### config.mk
export PLATFORM = sky130hd
export DESIGN_NAME = mem_loader
export DESIGN_NICKNAME = d
export VERILOG_FILES = /design/src/rtl/mem_loader.sv
export SDC_FILE = /design/constraint.sdc
export NUM_CORES = 1
export LEC_CHECK = 0
export BUFFER_PORTS_ARGS = -buffer_cell sky130_fd_sc_hd__buf_2
export CORE_MARGIN = 10
export CORE_UTILIZATION = 55
export CTS_CLUSTER_SIZE = 30
export DETAILED_ROUTE_END_ITERATION = 6
export PLACE_DENSITY = 0.78
export SLEW_MARGIN = 20
export SYNTH_ARGS = -nofsm -noshare
export SYNTH_HDL_FRONTEND = slang
export SYNTH_SLANG_ARGS = --single-unit
### constraint.sdc
create_clock -name clk -period 5.05 [get_ports clk]
set_input_delay 0.2525 -clock clk [delete_from_list [all_inputs] [get_ports clk]]
set_output_delay 0.2525 -clock clk [all_outputs]
set_load 0.005 [all_outputs]
### src/rtl/mem_loader.sv
// Byte-stream driven main-memory initiator: loads and dumps words over a byte
// link and holds the CPU pipeline in reset until the host sends a go command.
module mem_loader #(
  parameter int ADDR_WIDTH = 14
) (
  input  logic                  clk,
  input  logic                  rstn,
  input  logic                  rx_valid,
  input  logic [7:0]            rx_data,
  output logic                  rx_ready,
  output logic                  tx_valid,
  output logic [7:0]            tx_data,
  input  logic                  tx_ready,
  output logic                  mem_write,
  output logic [3:0]            mem_wmask,
  output logic [31:0]           mem_wdata,
  output logic [ADDR_WIDTH-1:0] mem_addr,
  input  logic [31:0]           mem_rdata,
  output logic                  cpu_rstn
);

  localparam logic [7:0] CMD_W    = 8'h57;
  localparam logic [7:0] CMD_R    = 8'h52;
  localparam logic [7:0] CMD_G    = 8'h47;
  localparam logic [7:0] ACK_BYTE = 8'h4B;

  typedef enum logic [3:0] {
    S_IDLE, S_HDR, S_WDATA, S_WSTORE, S_READ, S_LATCH, S_SEND, S_ACK, S_RUN
  } state_t;

  state_t      state_q, state_d;
  logic [2:0]  hdr_cnt;
  logic [39:0] hdr_q;      // address bytes 0..3 and count low byte, LE
  logic [15:0] n_q;
  logic [1:0]  byte_cnt;
  logic [31:0] rd_shift;
  logic        is_read;
  logic        is_go;

  logic        rx_fire;
  logic        tx_fire;
  logic [15:0] n_in;
  logic        hdr_last;
  logic        unused_addr_bits;

  assign rx_fire  = rx_valid & rx_ready;
  assign tx_fire  = tx_valid & tx_ready;
  assign n_in     = {rx_data, hdr_q[39:32]};
  assign hdr_last = (hdr_cnt == 3'd5);
  assign unused_addr_bits = ^{hdr_q[1:0], hdr_q[31:ADDR_WIDTH+2]};

  // NOTE: state registers use non-blocking assignments so every flop samples
  // pre-edge values regardless of process ordering.
  always_ff @(posedge clk or negedge rstn) begin
    if (!rstn) state_q <= S_IDLE;
    else       state_q <= state_d;
  end

  // NOTE: every output and next-state term gets a default before the case so
  // no path leaves a variable unassigned and no latch is inferred.
  always_comb begin
    state_d   = state_q;
    rx_ready  = 1'b0;
    tx_valid  = 1'b0;
    tx_data   = 8'h00;
    mem_write = 1'b0;
    cpu_rstn  = 1'b0;
    case (state_q)
      S_IDLE: begin
        rx_ready = 1'b1;
        if (rx_fire) begin
          if (rx_data == CMD_W || rx_data == CMD_R) state_d = S_HDR;
          else if (rx_data == CMD_G)                state_d = S_ACK;
        end
      end
      S_HDR: begin
        rx_ready = 1'b1;
        if (rx_fire && hdr_last) begin
          if (n_in == 16'd0) state_d = is_read ? S_IDLE : S_ACK;
          else               state_d = is_read ? S_READ : S_WDATA;
        end
      end
      S_WDATA: begin
        rx_ready = 1'b1;
        if (rx_fire && byte_cnt == 2'd3) state_d = S_WSTORE;
      end
      S_WSTORE: begin
        mem_write = 1'b1;
        state_d   = (n_q == 16'd1) ? S_ACK : S_WDATA;
      end
      S_READ:  state_d = S_LATCH;
      S_LATCH: state_d = S_SEND;
      S_SEND: begin
        tx_valid = 1'b1;
        tx_data  = rd_shift[7:0];
        if (tx_fire && byte_cnt == 2'd3) state_d = (n_q == 16'd1) ? S_IDLE : S_READ;
      end
      S_ACK: begin
        tx_valid = 1'b1;
        tx_data  = ACK_BYTE;
        if (tx_fire) state_d = is_go ? S_RUN : S_IDLE;
      end
      S_RUN: begin
        rx_ready = 1'b1;
        cpu_rstn = 1'b1;
      end
      default: state_d = S_IDLE;
    endcase
  end

  assign mem_wmask = {4{mem_write}};

  always_ff @(posedge clk or negedge rstn) begin
    if (!rstn) begin
      hdr_cnt   <= '0;
      hdr_q     <= '0;
      n_q       <= '0;
      byte_cnt  <= '0;
      rd_shift  <= '0;
      is_read   <= 1'b0;
      is_go     <= 1'b0;
      mem_wdata <= '0;
      mem_addr  <= '0;
    end else begin
      case (state_q)
        S_IDLE: if (rx_fire) begin
          hdr_cnt <= '0;
          is_read <= (rx_data == CMD_R);
          is_go   <= (rx_data == CMD_G);
        end
        S_HDR: if (rx_fire) begin
          if (hdr_last) begin
            mem_addr <= hdr_q[ADDR_WIDTH+1:2];
            n_q      <= n_in;
            byte_cnt <= '0;
          end else begin
            hdr_q   <= {rx_data, hdr_q[39:8]};
            hdr_cnt <= hdr_cnt + 3'd1;
          end
        end
        S_WDATA: if (rx_fire) begin
          mem_wdata <= {rx_data, mem_wdata[31:8]};
          byte_cnt  <= byte_cnt + 2'd1;
        end
        S_WSTORE: begin
          mem_addr <= mem_addr + ADDR_WIDTH'(1);
          n_q      <= n_q - 16'd1;
        end
        S_LATCH: rd_shift <= mem_rdata;
        S_SEND: if (tx_fire) begin
          rd_shift <= {8'h00, rd_shift[31:8]};
          byte_cnt <= byte_cnt + 2'd1;
          if (byte_cnt == 2'd3) begin
            mem_addr <= mem_addr + ADDR_WIDTH'(1);
            n_q      <= n_q - 16'd1;
          end
        end
        default: ;
      endcase
    end
  end

endmodule

Yosys cells after proc, flatten, opt, wreduce, memory -nomap -nowiden:

Cells that the tools add are included.

* word-level logic and storage cells: 104
* register bits: 145
* output and inout port bits: 62
* bits of input ports: 44

* reduce and logical (&&, ||, !) cells: 20
* equal/unequal tests: 26
* muxes and demuxes: 40
* bitwise gates (word level): 4
* add/subtract/negate cells: 4

Operators with widths (number)
* $mux W16: 4
* $pmux W32 S2: 1
* $mux W14: 4
* $pmux W16 S3: 1
* $pmux W14 S3: 1
* $pmux W4 S9: 1
* $mux W32: 1
* $mux W4: 8
* $eq A8 B7 Y1 const B: 3
* $mux W3: 8
* $ne A2 B2 Y1 const B: 11
* $eq A16 B1 Y1 const B: 1
* $eq A4 B3 Y1 const B: 4
* $logic_not A16 Y1: 1
* $pmux W8 S2: 1
* $sub A16 B1 Y16 const B: 1
* $add A14 B1 Y14 const B: 1
* $reduce_and A5 Y1: 2
* $eq A4 B2 Y1 const B: 2
* $mux W2: 4
* $reduce_and A7 Y1: 1
* $pmux W2 S3: 1
* $pmux W3 S2: 1
* $reduce_and A2 Y1: 3
* 19 further kinds: 28

Depth between registers and ports, before layout:

Gate-level depths: netlist (run 1).

* depth after elaboration: 7
* depth in mapped cells: 9
* gate-level depth less buffers: 9

Least setup slack after synthesis (run 1):

No wires, ideal clock.

* kind: flip-flop to flip-flop
* from: reg n_q[0]
* to: reg n_q[12]
* period minus slack after synthesis: 2060 ps
* data arrival time: 1938 ps
* library setup time: 121 ps
* data required time: 4929 ps
* stages on the path, launching flop included: 9
* buffers on the path: 1
* setup slack: 2990 ps
* cell sequence: dfrtp_1 -> inv_1 -> ha_1 -> or3b_2 -> or3_1 -> buf_2 -> nor2_2 -> a31oi_1 -> o22a_1

* word-level cells in the longest chain between the ends: 4

RTL lines
* start, declared: RTL line 34 `logic [15:0] n_q;`
* start signal, assigned: RTL line 134 `n_q <= n_in;`
* start signal, assigned: RTL line 147 `n_q <= n_q - 16'd1;`
* start signal, assigned: RTL line 155 `n_q <= n_q - 16'd1;`
* $sub A16 B1 Y16 (*): RTL line 147, 155
* $mux W16: RTL line 153 `if (byte_cnt == 2'd3) begin`
* $mux W16: RTL line 150 `S_SEND: if (tx_fire) begin`
* $pmux W16 S3 (*): RTL line 125 `case (state_q)`

Every way passes the cells marked *; elsewhere a longest branch is shown, timed or not. The select of a mux whose other input is x is not followed.
A chain may end at the register's enable or synchronous reset.

Worst setup path in the final report (run 1):

* from: reg state_q[0]
* to: out tx_data[2]

* word-level cells in the longest chain between the ends: 2
* elaborated cells on any way between the ends: 3
* those cells by class: eq/ne: 2; mux: 1

RTL lines
* start, declared: RTL line 31 `state_t state_q, state_d;`
* start signal, assigned: RTL line 56 `else state_q <= state_d;`
* $eq A4 B3 Y1: RTL line 68 `case (state_q)`
* $pmux W8 S2 (*): RTL line 68
* end, declared: RTL line 12 `output logic [7:0] tx_data,`

Every way passes the cells marked *; elsewhere a longest branch is shown, timed or not.

==> flow_summary.json, run 1 <==
{
  "outcome": "completed",
  "cp_data_required_time_ns": 4.80,
  "path_max_fanout": 31,
  "drt_iter0_markers": 408,
  "grt_pass1_vias": 5288,
  "synthesis.nets": 680,
  "viasPerCell": 5.76,
  "min_path_type": "input pin to register",
  "power.internal_mw": 3.56,
  "n_antenna_cell": 0,
  "holdPathStages": 2,
  "p_switching_mw": 1.94,
  "vias": 5174,
  "antenna_left": 0,
  "synth_area_per_cell_um2": 10.9,
  "fp-row-count": 40,
  "overflow": 0,
  "netlist_instances": 629,
  "fmax_mhz": 352,
  "power_density_nw_per_um2": 676,
  "irDropWorstVdd_uv": 310,
  "finClkSkew_ns": 0.00509,
  "numCtsBuffers": 17,
  "hpwl_mm": 10.9,
  "r2r_setup_slack_ns": 2.24,
  "fin_crit_sh_pct": 56.3,
  "htreeDepth": 4,
  "rr_worst_depth": 6,
  "syn2layout_area_growth_pct": 18.2,
  "mostFrequentLayoutCells": "dfrtp_1 (143), buf_2 (104), mux2_2 (69)",
  "cts-root-buf": "clkbuf_16",
  "numClockSinks": 143,
  "critical_path_arrival_ns": 2.59,
  "initial_core_util_pct": 56.8,
  "grt_util_met3_pct": 6.02,
  "avgRoutedWirePerCell_um": 17.8,
  "grt.busiest_layer": "met2",
  "synthTopCellsByArea": "dfrtp_1 (52%), mux2_2 (11%), o21ai_0 (3.9%)",
  "cap_violations": 0,
  "pwr-share-clk_pct": 24.8,
  "synth_area_um2": 6880,
  "io_pins": 106,
  "gp_congestion": 0.938,
  "netlist.area_leader.share_pct": 52.0,
  "synth-async-reset-ratio_pct": 100,
  "p_leak_nw": 3.65,
  "insertion_delay_ns": 0.42,
  "die_w_um": 132,
  "ys.flop_type": "dfrtp_1",
  "drive_above_1_share_pct": 31.2,
  "grt_max_degree": 87,
  "nets": 768,
  "crit_type": "register to output pin",
  "rsz0062_at_grt": "false",
  "cts_tree": "yes",
  "setup_viol": 0,
  "share_seq_of_total_power_pct": 39.5,
  "core_um2": 12100,
  "netSwitchingFraction_pct": 35.2,
  "portBuffers": 105,
  "crit_path_end_kind": "output pin",
  "drt_pass1_iterations": 5,
  "yosys.cell_types.count": 61,
  "grt_pass1_wl_mm": 26.8,
  "ys_seq_area_share_pct": 52.0,
  "setup_ws_ns": 2.21,
  "hold_violations": 0,
  "ys_ff_latch": 143,
  "antenna_found_initial": 1,
  "combPwrFrac_pct": 35.6,
  "final_common_cell": "dfrtp_1",
  "synth-edff-count": 0,
  "wl_mm": 15.9,
  "cts_setup_buffers": 0,
  "yosysWarnings": 0,
  "clockBufferDepth": 2,
  "drc": 0,
  "critPathLaunchType": "register",
  "grt_util_met2_pct": 30.3,
  "tightest_slew_ns": 1.02,
  "dp_slack_ns": 2.28,
  "fin_tns_setup_ns": 0,
  "finalWorstPathRequiredPeriod_ns": 2.84,
  "yosys.area.top_type": "dfrtp_1",
  "clkSlewWorstSetupHoldPaths_ns": 0.06,
  "dieArea_um2": 17400,
  "dp_cells": 864,
  "track_usage_pct": 18.7,
  "use_met1_pct": 22.8,
  "drv_slew": 0,
  "slew_headroom_pct": 31.8,
  "instances_no_fill": 898,
  "die_h_um": 132
}
==> power groups by stage <==
stage	sequential [mW]	combinational, mW	clock [mW]
final	2.17	1.96	1.37
after global routing	2.26	2.22	1.43
after CTS	2.17	1.97	1.39
after detailed placement	2.18	1.95	0
after global placement	2.15	1.86	0
after floorplan	2.04	1.50	0
==> cells in the mapped netlist, types with 2 or more instances <==
| cell | instances |
|---|---|
| dfrtp_1 | 143 |
| mux2_2 | 69 |
| nand2_1 | 56 |
| o21ai_0 | 54 |
| a21oi_1 | 41 |
| nor2_1 | 32 |
| mux2i_1 | 26 |
| buf_2 | 16 |
| nand3_1 | 16 |
| inv_1 | 15 |
| buf_4 | 14 |
| clkbuf_1 | 11 |
| nor3_1 | 11 |
| a22o_1 | 10 |
| o2bb2ai_1 | 8 |
| and2_1 | 7 |
| ha_1 | 7 |
| nand2b_1 | 7 |
| nor4_1 | 7 |
| a22oi_1 | 6 |
| o22ai_1 | 5 |
| a31oi_1 | 4 |
| o211ai_1 | 4 |
| or3_1 | 4 |
| a31o_2 | 3 |
| buf_6 | 3 |
| mux2_1 | 3 |
| nand4_1 | 3 |
| nor4_2 | 3 |
| a32oi_1 | 2 |
| and3_1 | 2 |
| and4_1 | 2 |
| o21a_1 | 2 |
| o21ai_1 | 2 |
| o21bai_1 | 2 |
| o22a_1 | 2 |
| or3b_2 | 2 |
| or4_1 | 2 |
==> what timing repair did <==
action,in CTS,in global routing
endpoints found under the hold margin,85,0
resized for setup,0,0
setup endpoints to repair,0,0
hold buffers,1,0
==> routing by layer <==
metal | vias up | share of wire [%]
li1 | 2451 | -
met1 | 2522 | 43
met2 | 164 | 48
met3 | 35 | 6.7
met4 | 2 | 1.9
met5 | - | 0.044
==> final timing paths <==
path / to / startpoint
max: tx_data[2] / state_q[0]
min: rd_shift[26] / mem_rdata[26]
max reg2reg: n_q[12] / state_q[0]
min reg2reg: rd_shift[17] / rd_shift[17]
max in group asynchronous: mem_addr[7] / rstn
min in group asynchronous: mem_wdata[1] / rstn
==> flip-flops by register name (all words and copies together), names as in the netlist <==
register	cells
byte_cnt	2
hdr_cnt	3
hdr_q	38
is_go	1
is_read	1
mem_addr	14
mem_wdata	32
n_q	16
rd_shift	32
state_q	4
==> through the flow <==
stage | util [%] | area [um2] | total power [mW] | hold WS, ns
final | 67.1 | 8130 | 5.50 | 0.0511
after global routing | 67.1 | 8130 | 5.91 | 0.0524
after CTS | 66.9 | 8100 | 5.53 | 0.0412
after detailed placement | 61.5 | 7440 | 4.13 | 0.361
after global placement | 61.4 | 7430 | 4.00 | 0.346
after floorplan | - | 6880 | 3.54 | -0.0431
==> critical path, stage by stage, from the launching register on <==
cell      delay (ns)
dfrtp_1         0.63
nand2b_1        0.34
nor2_4          0.82
and2_1          0.24
buf_2           0.13
==> final cells by class <==
type / count / area (um2)
Clock buffer: 22 / 464
Fill cell: 941 / 3980
Tap cell: 168 / 210
Timing Repair Buffer: 114 / 626
Inverter: 15 / 56.3
Sequential cell: 143 / 3580
Clock inverter: 10 / 184
Multi-Input combinational cell: 426 / 3010
==> cell families after synthesis <==
group | after synthesis | synth area share [%]
buffers and inverters | 60 | 4.66
XOR/XNOR | 1 | 0.127
multiplexers | 98 | 15.6
flip-flops | 143 | 52.0
AO/OA/AOI/OAI | 156 | 14.1
adder cells (fa/ha/maj) | 7 | 1.27
AND/OR/NAND/NOR | 164 | 12.3
(Power assumes the default switching activity.)
==> run 2, diff against run 1 <==
- ABC_AREA: unset -> 1
- CORE_UTILIZATION: 55 -> 52
- PLACE_DENSITY: 0.78 -> 0.77
- clock period: 5.05 -> 2.45 ns (I/O delays scaled with it)
==> run 2 against run 1 <==
- design area increased by 8.3%
- sequential cell count unchanged
- via count increased by 23%
- clock-buffer cell count decreased by 4
- first-iteration DRC count increased by 9.3%
- global-route usage increased by 0.95 points
- clock power increased by 120%
- power decreased by 0.21%
- setup slack got worse by 2.0 ns
- clock skew increased by 0.0016 ns
- synthesized cell count increased by 39%
- sequential power increased by 9.2%
- critical endpoint is now n_q[5]
- largest cell class unchanged
==> flow_summary.json, run 2 <==
{
  "cpMaxStageDelayCell": "dfrtp_1",
  "fin_crit_sh_pct": 90.7,
  "synthAdderAreaFrac_pct": 1.21,
  "synth_area_per_cell_um2": 8.26,
  "synth_xor_area_share_pct": 1.21,
  "ys_ff_latch": 143,
  "crit_path_end_kind": "register",
  "synthTopCellsByArea": "dfrtp_1 (50%), nand2_1 (11%), o21ai_0 (5.5%)",
  "regArea_um2": 3580,
  "synth_most_common_cell": "nand2_1",
  "synth-edff-count": 0,
  "drc": 0,
  "viasPerCell": 5.35,
  "mostFrequentLayoutCells": "nand2_1 (210), dfrtp_1 (143), buf_2 (104)",
  "largest_reg_flops": 38,
  "fin_tns_setup_ns": 0,
  "slowest_delay_ns": 0.49,
  "p_leak_nw": 4.39,
  "holdWs_ns": 0.0211,
  "netlist_instances": 874,
  "muxShareOfSynthArea_pct": 1.25,
  "vias": 6367,
  "cp_cell_sequence": "inv_2 > nor2_4 > nand2_4 > o21ai_2 > nand2_4 > nor2_8 > o21ai_0 > o21ai_0",
  "critPathLaunchType": "register",
  "yosysWarnings": 0,
  "cp_top_family": "simple AND/OR/NAND/NOR gates",
  "clockBufferDepth": 2,
  "initial_core_util_pct": 53.9,
  "io_pins": 106,
  "insertion_delay_ns": 0.42,
  "hold_violations": 0,
  "nets": 1050,
  "irDropWorstVdd_uv": 458,
  "fp-row-count": 42,
  "numCtsBuffers": 17,
  "setup_viol": 0,
  "yosys.cell_types.count": 39,
  "drt_pass1_iterations": 5,
  "crit_type": "register to register",
  "cts_resized": 0,
  "path_max_fanout": 42,
  "dp_slack_ns": 0.186,
  "tightest_slew_ns": 0.702,
  "drt_iter0_markers": 446,
  "antenna_left": 0,
  "cp_num_buf_inv": 1,
  "multiInputGateArea_um2": 2950,
  "cts_tree": "yes",
  "grt_max_degree": 76,
  "avgRoutedWirePerCell_um": 15.9,
  "synthesis.nets": 925,
  "fmax_mhz": 450,
  "min_path_type": "input pin to register",
  "dp_cells": 1124,
  "critical_path_arrival_ns": 2.56,
  "track_usage_pct": 19.7,
  "drive_above_1_share_pct": 18.3,
  "overflow": 0,
  "outcome": "completed",
  "portBuffers": 105,
  "ys_seq_area_share_pct": 49.6,
  "netSwitchingFraction_pct": 20.3,
  "power.internal_mw": 4.37,
  "slew_headroom_pct": 52.8,
  "largestRegisters": "hdr_q: 38 flops, mem_wdata: 32 flops, rd_shift: 32 flops",
  "gp_congestion": 0.904,
  "synth-async-reset-ratio_pct": 100,
  "cts-root-buf": "clkbuf_16",
  "hpwl_mm": 12.6,
  "share_seq_of_total_power_pct": 43.1,
  "antenna_found_initial": 0,
  "yosys.area.top_type": "dfrtp_1",
  "rsz0062_at_grt": "false",
  "cap_violations": 0,
  "netlist_top_cells_count": "nand2_1 (211), dfrtp_1 (143), inv_1 (101)",
  "dieArea_um2": 19000,
  "final_common_cell": "nand2_1",
  "htreeDepth": 4,
  "grt_pass1_vias": 6012,
  "combPwrFrac_pct": 3.1,
  "setup_ws_ns": 0.227,
  "pwr-share-clk_pct": 53.8,
  "wl_mm": 18.9,
  "grt_pass1_wl_mm": 29.9,
  "numClockSinks": 143,
  "p_switching_mw": 1.11,
  "die_h_um": 138,
  "synth_top_family_by_area": "simple AND/OR/NAND/NOR gates",
  "clkSlewWorstSetupHoldPaths_ns": 0.06,
  "netlist.area_leader.share_pct": 49.6,
  "synth-compound-area-share_pct": 14.7,
  "finalWorstPathRequiredPeriod_ns": 2.22,
  "die_w_um": 138,
  "cp_data_required_time_ns": 2.79,
  "drv_slew": 0,
  "core_um2": 13400,
  "fillers": 1115,
  "power_density_nw_per_um2": 623,
  "yosys.area_share.simple_pct": 22.3,
  "design_power_total_mw": 5.49,
  "ys.flop_type": "dfrtp_1",
  "finClkSkew_ns": 0.00665,
  "instances_no_fill": 1189,
  "largest_register": "hdr_q",
  "synth_area_um2": 7220,
  "syn2layout_area_growth_pct": 22.0
}
-- run 2: path summary, 6_finish.rpt --
path | start | endpoint | slack (ns) | depth (start not counted)
min reg2reg | hdr_q[25] | hdr_q[25] | 0.48 | 2
max | state_q[2] | n_q[5] | 0.23 | 8
min in group asynchronous | rstn | mem_addr[13] | 0.16 | 2
max reg2reg | state_q[2] | n_q[5] | 0.23 | 8
max in group asynchronous | rstn | hdr_q[22] | 1.57 | 3
min | mem_rdata[1] | rd_shift[1] | 0.02 | 3
-- run 2: cells by family after synthesis --
family,Yosys count
AND/OR/NAND/NOR,372
buffers and inverters,149
XOR/XNOR,10
flip-flops,143
multiplexers,8
adder cells (fa/ha/maj),7
AO/OA/AOI/OAI,185
-- run 2: final cells by class --
| type | count | area share, % |
|---|---|---|
| Multi-Input combinational cell | 583 | 33.5 |
| Clock buffer | 18 | 4.99 |
| Sequential cell | 143 | 40.6 |
| Tap cell | 176 | 2.50 |
| Timing Repair Buffer | 146 | 11.0 |
| Antenna cell | 1 | 0.0284 |
| Inverter | 108 | 4.69 |
| Clock inverter | 14 | 2.70 |
-- run 2: repair_timing --
item | CTS | global route
hold buffers | 29 | 2
hold endpoints to repair | 111 | 2
setup buffers | 0 | 0
setup endpoints to repair | 0 | 1
-- run 2: per-stage QoR --
step           utilization [%]  cell area (um2)
6_report                  65.7             8800
5_1_grt                   65.7             8800
2_1_floorplan                -             7220
3_3_place_gp              58.3             7810
4_1_cts                   65.5             8770
3_5_place_dp              58.3             7810
-- run 2: per-layer routing --
| layer | vias up | track usage, % | wire length, um |
|---|---|---|---|
| met5 | - | 0 | 0 |
| met4 | 0 | 6.60 | 284 |
| met3 | 27 | 5.94 | 1390 |
| met2 | 207 | 31.6 | 9280 |
| met1 | 3045 | 24.8 | 7930 |
| li1 | 3088 | - | - |
-- run 2: power groups by stage --
stage | Sequential [mW] | Combinational (mW) | Clock [mW]
3_5_place_dp | 2.41 | 0.128 | 0
6_report | 2.37 | 0.168 | 2.96
5_1_grt | 2.36 | 0.187 | 3.12
2_1_floorplan | 2.41 | 0.0250 | 0
4_1_cts | 2.37 | 0.165 | 3.00
3_3_place_gp | 2.41 | 0.129 | 0
-- run 2: tightest hold or removal path: stages --
cell,delay [ns]
buf_2,0.08
o211ai_1,0.11
o21ai_0,0.09
==> run 3, diff against run 2 <==
- ABC_AREA: 1 -> unset
- CORE_UTILIZATION: 52 -> 51
- PLACE_DENSITY: 0.77 -> 0.76
==> run 3 against run 2 <==
- design area is 4.3% lower
- utilization is 2.1 points lower
- combinational power grew to 25 times the previous value
- critical endpoint is now tx_data[4]
==> flow_summary.json, run 3 (synthesis gave the netlist of run 1 again) <==
{
  "outcome": "completed",
  "pwr-share-clk_pct": 22.9,
  "power_density_nw_per_um2": 1340,
  "antenna_left": 0,
  "wl_mm": 16.3,
  "numCtsBuffers": 17,
  "clkSlewWorstSetupHoldPaths_ns": 0.06,
  "numClockSinks": 143,
  "power.internal_mw": 7.28,
  "nets": 799,
  "place_area_um2": 7590,
  "crit_type": "register to output pin",
  "irDropWorstVdd_uv": 552,
  "fp-row-count": 42,
  "netSwitchingFraction_pct": 35.8,
  "tightest_slew_ns": 0.704,
  "drt_iter0_markers": 400,
  "hpwl_mm": 11.2,
  "multiInputGateArea_um2": 3010,
  "regArea_um2": 3580,
  "finClkSkew_ns": 0.00728,
  "cap_violations": 0,
  "path_max_fanout": 24,
  "slew_headroom_pct": 53.1,
  "drive_above_1_share_pct": 31.1,
  "gp_congestion": 0.875,
  "cts_tree": "yes",
  "fmax_mhz": 439,
  "overflow": 0,
  "die_w_um": 136,
  "largest_register": "hdr_q",
  "fin_crit_sh_pct": 93.0,
  "grt_pass1_wl_mm": 27.5,
  "critPathLaunchType": "register",
  "holdWs_ns": 0.00825,
  "p_leak_nw": 3.78,
  "portBuffers": 105,
  "syn2layout_area_growth_pct": 22.4,
  "drc": 0,
  "share_seq_of_total_power_pct": 39.4,
  "mostFrequentLayoutCells": "dfrtp_1 (143), buf_2 (104), mux2_2 (69)",
  "final_common_cell": "dfrtp_1",
  "viasPerCell": 5.70,
  "fillers": 1086,
  "crit_path_end_kind": "output pin",
  "insertion_delay_ns": 0.42,
  "io_pins": 106,
  "setup_viol": 0,
  "min_path_type": "input pin to register",
  "critical_path_arrival_ns": 2.16,
  "rsz0062_at_grt": "false",
  "avgRoutedWirePerCell_um": 17.4,
  "cts-root-buf": "clkbuf_16",
  "cp_data_required_time_ns": 2.33,
  "vias": 5343,
  "largestRegisters": "hdr_q: 38 flops, mem_wdata: 32 flops, rd_shift: 32 flops",
  "drv_slew": 0,
  "hold_violations": 0,
  "combPwrFrac_pct": 37.7,
  "die_h_um": 136,
  "initial_core_util_pct": 52.0,
  "drt_pass1_iterations": 4,
  "n_antenna_cell": 0,
  "core_um2": 13200,
  "grt_max_degree": 61,
  "grt_pass1_vias": 5368,
  "htreeDepth": 4,
  "fin_tns_setup_ns": 0,
  "finalWorstPathRequiredPeriod_ns": 2.28,
  "clockBufferDepth": 2,
  "track_usage_pct": 18.4,
  "antenna_found_initial": 0,
  "largest_reg_flops": 38,
  "dieArea_um2": 18500,
  "finalInstanceArea_um2": 8420,
  "p_switching_mw": 4.05
}
## run 3: changes by cell type in the layout (fill, tap and decap cells not counted), sizes merged, moves of 33 or more
cell and change:
inv -93, mux2 +64, nand2 -160, nor2 -55, o211ai -33, o21ai -60
## run 3: worst paths after layout
check                      cells after the start  slack [ns]           from            end
max in group asynchronous                      3        1.37           rstn       hdr_q[4]
min reg2reg                                    2        0.47    rd_shift[2]    rd_shift[2]
max reg2reg                                    7        0.22         n_q[0]        n_q[12]
min in group asynchronous                      2        0.26           rstn  mem_wdata[27]
max                                            6        0.17     state_q[1]     tx_data[4]
min                                            3       0.008  mem_rdata[18]   rd_shift[18]
## run 3: what timing repair did
item / in CTS / in global routing
setup endpoints to repair: 0 / 3
gates resized for setup: 0 / 1
setup buffers: 0 / 0
endpoints found under the hold margin: 81 / 0
hold buffers: 23 / 0
## run 3: through the flow
step	power [mW]	cells	setup slack (ns)	util, %
after floorplan	7.30	629	0.390	-
after global placement	8.45	882	0.335	57.3
after detailed placement	8.72	882	0.240	57.3
after CTS	11.4	937	0.0669	63.6
after global routing	12.2	937	0.0560	63.6
final	11.3	937	0.171	63.6
## run 3: power by group through the flow
stage / logic (mW) / clock network [mW] / registers, mW
detailed placement: 4.25 / 0 / 4.47
global placement: 4.06 / 0 / 4.38
floorplan: 3.10 / 0 / 4.20
global route: 4.79 / 2.76 / 4.61
finish: 4.27 / 2.60 / 4.46
CTS: 4.30 / 2.65 / 4.45
## run 3: per-layer routing
metal,track usage (%),routed length [um]
met1,23.4,6930
met2,29.1,7820
met3,5.46,1280
met4,6.45,268
met5,0,0
## run 3: area by class of cell
type,instances,share of cell area (%)
clock buffers,22,5.51
clock inverters,10,1.62
inverters,15,0.668
multi-input cells,426,35.8
flip-flops and latches,143,42.5
well taps,176,2.61
repair buffers,145,11.3
## run 3: worst max-delay path, cell delays in order (launching register included)
cell	delay, ns
dfrtp_1	0.45
buf_4	0.23
nand2b_1	0.15
nor2_4	0.28
buf_6	0.32
and2_1	0.19
buf_2	0.12
